--- config.mk ---
export PLATFORM = sky130hd
export DESIGN_NAME = connection_ctrl_client
export DESIGN_NICKNAME = d
export VERILOG_FILES = /design/src/rtl/connection_ctrl_client.sv
export SDC_FILE = /design/constraint.sdc
export NUM_CORES = 1
export LEC_CHECK = 0
export BUFFER_PORTS_ARGS = -buffer_cell sky130_fd_sc_hd__buf_2
export CAP_MARGIN = 20
export CORE_AREA = 8 8 135 137
export DETAILED_ROUTE_END_ITERATION = 10
export DIE_AREA = 0 0 143 145
export GPL_TIMING_DRIVEN = 0
export PLACE_DENSITY_LB_ADDON = 0.25
export REMOVE_ABC_BUFFERS = 1
export SLEW_MARGIN = 15
export SYNTH_ARGS = -nofsm -noshare
export SYNTH_HDL_FRONTEND = slang
export SYNTH_SLANG_ARGS = --single-unit
--- constraint.sdc ---
create_clock -name s00_axis_aclk -period 4.2 [get_ports s00_axis_aclk]
set_clock_uncertainty 0.2 [all_clocks]
set_input_delay 1.26 -clock s00_axis_aclk [delete_from_list [all_inputs] [get_ports s00_axis_aclk]]
set_output_delay 1.26 -clock s00_axis_aclk [all_outputs]
set_load 0.01 [all_outputs]
--- src/rtl/connection_ctrl_client.sv ---
// Control-plane initiator: takes activate/deactivate commands from software, issues each as a
// single request beat to the connection manager, waits for ack/full or a timeout, and returns
// one result beat per command. Saturating statistics track the outcome of every command.
module connection_ctrl_client #(
   parameter int unsigned TIMEOUT_CYCLES = 256
) (
   input  logic        s00_axis_aclk,
   input  logic        s00_axis_aresetn,
   // Software command stream
   input  logic        s00_axis_tvalid,
   output logic        s00_axis_tready,
   input  logic [63:0] s00_axis_tdata,
   input  logic        s00_axis_tlast,
   input  logic [7:0]  s00_axis_tstrb,
   // Request to connection manager
   output logic        m02_axis_tvalid,
   input  logic        m02_axis_tready,
   output logic [63:0] m02_axis_tdata,
   output logic        m02_axis_tlast,
   output logic [7:0]  m02_axis_tstrb,
   // Response from connection manager
   input  logic        s02_axis_tvalid,
   output logic        s02_axis_tready,
   input  logic [63:0] s02_axis_tdata,
   input  logic        s02_axis_tlast,
   input  logic [7:0]  s02_axis_tstrb,
   // Result stream back to software
   output logic        m00_axis_tvalid,
   input  logic        m00_axis_tready,
   output logic [63:0] m00_axis_tdata,
   output logic        m00_axis_tlast,
   output logic [7:0]  m00_axis_tstrb,
   // Status and statistics
   output logic        busy,
   output logic [15:0] ack_count,
   output logic [15:0] nack_count,
   output logic [15:0] timeout_count,
   output logic [15:0] stale_count
);

   localparam logic [15:0] TimerLast = 16'(TIMEOUT_CYCLES - 1);

   typedef enum logic [1:0] {StIdle, StIssue, StWaitResp, StReport} state_t;

   state_t      state;
   logic [15:0] timer;

   // Fields the block deliberately ignores
   logic unused_inputs;
   assign unused_inputs = ^{s00_axis_tdata[63:33], s00_axis_tlast, s00_axis_tstrb,
                            s02_axis_tdata[63:2], s02_axis_tlast, s02_axis_tstrb};

   // Constant framing; responses are always accepted so late replies never back up the manager
   assign m02_axis_tlast  = 1'b1;
   assign m02_axis_tstrb  = 8'hFF;
   assign m00_axis_tlast  = 1'b1;
   assign m00_axis_tstrb  = 8'hFF;
   assign s02_axis_tready = 1'b1;

   function automatic logic [15:0] sat_inc(input logic [15:0] v);
      return (v == 16'hFFFF) ? v : v + 16'd1;
   endfunction

   // Command FSM with registered handshake outputs, result data and statistics
   always_ff @(posedge s00_axis_aclk or negedge s00_axis_aresetn) begin
      if (!s00_axis_aresetn) begin
         state           <= StIdle;
         timer           <= '0;
         s00_axis_tready <= 1'b1;
         m02_axis_tvalid <= 1'b0;
         m02_axis_tdata  <= '0;
         m00_axis_tvalid <= 1'b0;
         m00_axis_tdata  <= '0;
         busy            <= 1'b0;
         ack_count       <= '0;
         nack_count      <= '0;
         timeout_count   <= '0;
         stale_count     <= '0;
      end else begin
         // Any response outside WAIT_RESP belongs to no outstanding command
         if (s02_axis_tvalid && (state != StWaitResp)) begin
            stale_count <= sat_inc(stale_count);
         end

         unique case (state)
            StIdle: begin
               if (s00_axis_tvalid && s00_axis_tready) begin
                  // The request register doubles as the latched command
                  m02_axis_tdata  <= {31'd0, s00_axis_tdata[32:0]};
                  m02_axis_tvalid <= 1'b1;
                  s00_axis_tready <= 1'b0;
                  busy            <= 1'b1;
                  state           <= StIssue;
               end
            end
            StIssue: begin
               if (m02_axis_tready) begin
                  m02_axis_tvalid <= 1'b0;
                  timer           <= '0;
                  state           <= StWaitResp;
               end
            end
            StWaitResp: begin
               timer <= timer + 16'd1;
               // A response on the expiry cycle takes priority over the timeout
               if (s02_axis_tvalid) begin
                  m00_axis_tdata  <= {28'd0, 1'b0, s02_axis_tdata[1], s02_axis_tdata[0],
                                      m02_axis_tdata[32:0]};
                  m00_axis_tvalid <= 1'b1;
                  state           <= StReport;
               end else if (timer == TimerLast) begin
                  m00_axis_tdata  <= {28'd0, 3'b100, m02_axis_tdata[32:0]};
                  m00_axis_tvalid <= 1'b1;
                  state           <= StReport;
               end
            end
            StReport: begin
               if (m00_axis_tready) begin
                  if (m00_axis_tdata[35]) begin
                     timeout_count <= sat_inc(timeout_count);
                  end else if (m00_axis_tdata[33]) begin
                     ack_count <= sat_inc(ack_count);
                  end else begin
                     nack_count <= sat_inc(nack_count);
                  end
                  m00_axis_tvalid <= 1'b0;
                  s00_axis_tready <= 1'b1;
                  busy            <= 1'b0;
                  state           <= StIdle;
               end
            end
            default: state <= StIdle;
         endcase
      end
   end

endmodule
---- After elaboration in Yosys (flattened, before gate mapping) ----
Cells that the tools add are included.
storage, ports and cells
  register bits ........................... 183
  input port bits ......................... 152
  output and inout bits ................... 215
  logic and storage cells ................. 76
cells by class
  add/sub/neg operators ................... 5
  equality and inequality tests ........... 13
  mux-type cells .......................... 21
  bitwise operators ....................... 6
  reductions and logical operators ........ 19
operator list
  operator               count
  $mux 64                2
  $add 16x1->16 const B  5
  $eq 16x16->1 const B   4
  $pmux 16 s2            1
  $eq 16x8->1 const B    1
  $mux 16                1
  $mux 2                 5
  $reduce_and 5->1       2
  $reduce_bool 2->1      5
  $reduce_and 3->1       3
  $ne 2x2->1 const B     4
  $pmux 1 s2             4
  $pmux 2 s4             1
  $reduce_and 2->1       4
  $reduce_and 4->1       2
  $mux 1                 7
  $not 1->1              6
  $eq 2x2->1 const B     2
  $ne 3x3->1 const B     1
  $eq 2x1->1 const B     1
  $logic_and 1x1->1      2
  $logic_not 2->1        1

---- Longest topological paths before layout ----
  word-level depth ........................ 4
  depth in mapped cells ................... 9
  mapped depth without buffers ............ 7

---- Least setup slack after synthesis ----
No wires, ideal clock.
  path type ............................... input to register
  start ................................... in m00_axis_tready
  end ..................................... reg ack_count[14]
  setup time .............................. 79 ps
  data arrival time ....................... 2451 ps
  required time ........................... 3921 ps
  slack ................................... 1470 ps
  stages .................................. 5
  path buffers ............................ 0
  cell sequence ........................... nand4b_1 -> or2_1 -> or4_1 -> nor3_1 -> xor2_1
between the ends
  longest elaborated chain between the ends .. 1
RTL lines
  what                        line  RTL
  from (decl)                 29    input logic m00_axis_tready,
  $reduce_and 5->1 (no line)  --
  to (signal assigned)        122   ack_count <= sat_inc(ack_count);
  to (decl)                   35    output logic [15:0] ack_count,
Every way passes these cells.
A chain may end at the register's enable or synchronous reset.

---- Final worst setup path ----
  start ................................... reg timer[10]
  end ..................................... reg m00_axis_tdata[32]
between the ends
  longest elaborated chain between the ends .. 3
RTL lines
  what                         line  RTL
  from (decl)                  46    logic [15:0] timer;
  from (signal assigned)       104   timer <= timer + 16'd1;
  $eq 16x8->1                  111   end else if (timer == TimerLast) begin
  $reduce_bool 2->1 (no line)  --
  $reduce_and 2->1 (no line)   --
  to (signal assigned)         107   m00_axis_tdata <= {28'd0, 1'b0, s02_axis_tdata[1], s02_axis_tdata[0],
  to (signal assigned)         112   m00_axis_tdata <= {28'd0, 3'b100, m02_axis_tdata[32:0]};
  to (decl)                    30    output logic [63:0] m00_axis_tdata,
Every way passes these cells.

==> results_dict.tcl <==
set metrics [dict create \
    outcome "finished, final reports clean" \
    route.detailed.drc 0 \
    async_flop_share_pct 100 \
    worst_setup_path_start_kind "flop" \
    layout_min_cycle_time_ns 2.69 \
    wirelength_um 16700 \
    hold_viol_final 0 \
    die_w_um 143 \
    route.met3.wl_um 1390 \
    yosys_warnings 0 \
    synth_area_um2 7390 \
    antenna_left 0 \
    rows 47 \
    cp-end-kind "flop" \
    cts_resized 0 \
    synth_edf_count 0 \
    pin_count 367 \
    grt_pass1_wl_um 27700 \
    vias_per_cell 4.89 \
    crit_required_ns 4.31 \
    cp_cell_sequence "or4_4 > nor4_4 > o21ai_4 > buf_16 > buf_16 > mux2_4" \
    setup_viol 0 \
    wl_met2_um 8210 \
    grt_setup_unrepaired "no" \
    hold_buffers 0 \
    worstPathMaxFanout 16 \
    cellPowerDensity_nw_per_um2 365 \
    tightest_slew_ns 0.690 \
    wl_met1_um 6720 \
    synth_ff_type "dfrtp_1" \
    max_slew_margin_pct 54.0 \
    h-tree-depth 4 \
    cts_made_buffers 17 \
    fp.dieArea_um2 20700 \
    clock_path_buffers 2 \
    cts_sinks 155 \
    drive_gt1_share_pct 35.4 \
    wl_per_cell_um 16.1 \
    maxCapViolCount 0 \
    leakagePower_nw 4.83 \
    cts_tree "built" \
    grt_max_degree 98 \
    port_buffers 177 \
    post_cts_buffers 0 \
    worst_slack_ns 1.51 \
    finalCritPeriodShare_pct 64.1 \
    drtPass1Iterations 4 \
    cts_root_buffer "clkbuf_16" \
    drv_slew 0 \
    syn_area_per_cell_um2 11.9 \
    crit_path_max_incr_delay_ns 0.57 \
    grt_use_total_pct 16.7 \
    cpMostUsedCell "buf_16" \
    clk_pin_slew_ns 0.06 \
    highest_layer "met5" \
    synth_cell_type_count 50 \
    syn_to_final_growth_pct 20.1 \
    ys_ff_latch 155 \
    hold_ws_ns 0.282 \
    drt_iter0_drc 180 \
    min_path_type "reg2reg" \
    dp_worst_setup_slack_ns 1.09 \
    slowest_stage "or4_4" \
    synthCells 620 \
    crit_type "reg2reg" \
    fin_nets 966 \
    num_antenna_cells 0 \
    crit_arrival_ns 2.80 \
    fmax_mhz 371 \
    die_h_um 145 \
    hpwl_um 12600 \
    num_vias 5072 \
    ys_seq_area_share_pct 52.5 \
    grt_pass1_vias 5303 \
    start_util_pct 45.7 \
    place.gp.congestion 0.838 \
    antenna_found_initial 1 \
    tns_ns 0 \
    grt_overflow_total 0 \
    design.core.area_um2 16200 \
    clock_latency_ns 0.43 \
    peakVddDrop_mv 0.241 \
]
final cells by class:
cell class | count | area (um2)
Clock inverter | 15 | 140
Sequential cell | 155 | 3880
Tap cell | 220 | 275
Timing Repair Buffer | 181 | 1010
Multi-Input combinational cell | 437 | 3100
Inverter | 12 | 45.0
Fill cell | 1428 | 7300
Clock buffer | 17 | 425
logic make-up (layout without fill, tap and decap cells):
logic type,Yosys count,after routing,share of synthesized area (%)
AO/OA/AOI/OAI,39,39,3.47
XOR/XNOR,67,67,7.94
adder cells (fa/ha/maj),10,10,1.69
buffers and inverters,104,225,9.57
flip-flops,155,155,52.5
multiplexers,73,73,12.5
other,2,78,0.102
AND/OR/NAND/NOR,170,170,12.2
worst paths after layout:
kind	start	endpoint	slack, ns	cells past startpoint
worst max-delay path	timer[10]	m00_axis_tdata[32]	1.51	6
worst min-delay path	nack_count[5]	nack_count[5]	0.28	1
worst max register to register	timer[10]	m00_axis_tdata[32]	1.51	6
worst min register to register	nack_count[5]	nack_count[5]	0.28	1
max in group asynchronous	s00_axis_aresetn	m00_axis_tdata[19]	2.43	2
min in group asynchronous	s00_axis_aresetn	nack_count[1]	0.56	1
sequential cells by signal, indices dropped and copies added, names as in the netlist, 2 cells and up:
signal,flops
m00_axis_tdata,36
m02_axis_tdata,33
ack_count,16
nack_count,16
stale_count,16
timeout_count,16
timer,16
state,2
cell usage in the layout (no fill, tap or decap), types with 2 or more instances in the layout:
cell type     n
mux2_2       41
and4_1        8
or3_1         3
nand3_1      29
clkinvlp_4    4
a31oi_1       7
ha_1         10
a21oi_1      14
nand4_1      17
nand2b_1      3
or4_4         2
buf_2       176
mux2_4       28
inv_6         4
nand2_1      38
a211oi_1      2
nor2_1       31
xor2_1       14
and3_1       18
clkinv_2      2
a32o_1        2
dfrtp_1     154
o21ai_0       4
mux2_1        3
nor3b_1       3
conb_1       78
buf_16        4
clkbuf_16    17
nor3_1        9
xnor2_1      53
clkinv_4      4
inv_1        12
power breakdown:
group          total [mW]  internal [mW]  leakage (nW)  switching, mW
combinational       0.197         0.0732          2.45          0.124
sequential           1.57           1.53          2.11         0.0451
clock                1.47          0.822         0.267          0.643
through the flow:
stage / power, mW / std cells / util [%] / cell area (um2)
after floorplan: 1.69 / 604 / - / 7010
after global placement: 1.79 / 1001 / 50.5 / 8170
after detailed placement: 1.80 / 1005 / 51.4 / 8310
after CTS: 3.27 / 1037 / 54.9 / 8870
after global routing: 3.36 / 1037 / 54.9 / 8870
final: 3.23 / 1037 / 54.9 / 8870
layer usage:
layer | up-vias | global-route usage [%]
met3 | 32 | 5.61
met5 | - | 0
met1 | 2498 | 19.7
met2 | 177 | 27.4
met4 | 2 | 6.59
li1 | 2363 | -
worst max-delay path: cells and delay by family, from the launching register on:
family / cells / cell delay (ns)
AO/OA/AOI/OAI: 1 / 0.24
buffers and inverters: 2 / 0.43
flip-flops: 1 / 0.43
multiplexers: 1 / 0.31
AND/OR/NAND/NOR: 2 / 0.96
synthesized netlist by cell type (14+ instances only):
cell type | instances | area [um2]
buf_4 | 78 | 586
nand3_1 | 30 | 150
xor2_1 | 14 | 123
mux2_4 | 28 | 420
nor2_1 | 31 | 116
mux2_2 | 41 | 462
a21oi_1 | 14 | 70.1
nand2_1 | 38 | 143
and3_1 | 18 | 113
nand4_1 | 17 | 106
xnor2_1 | 53 | 464
dfrtp_1 | 154 | 3850
(Power assumes the default switching activity.)
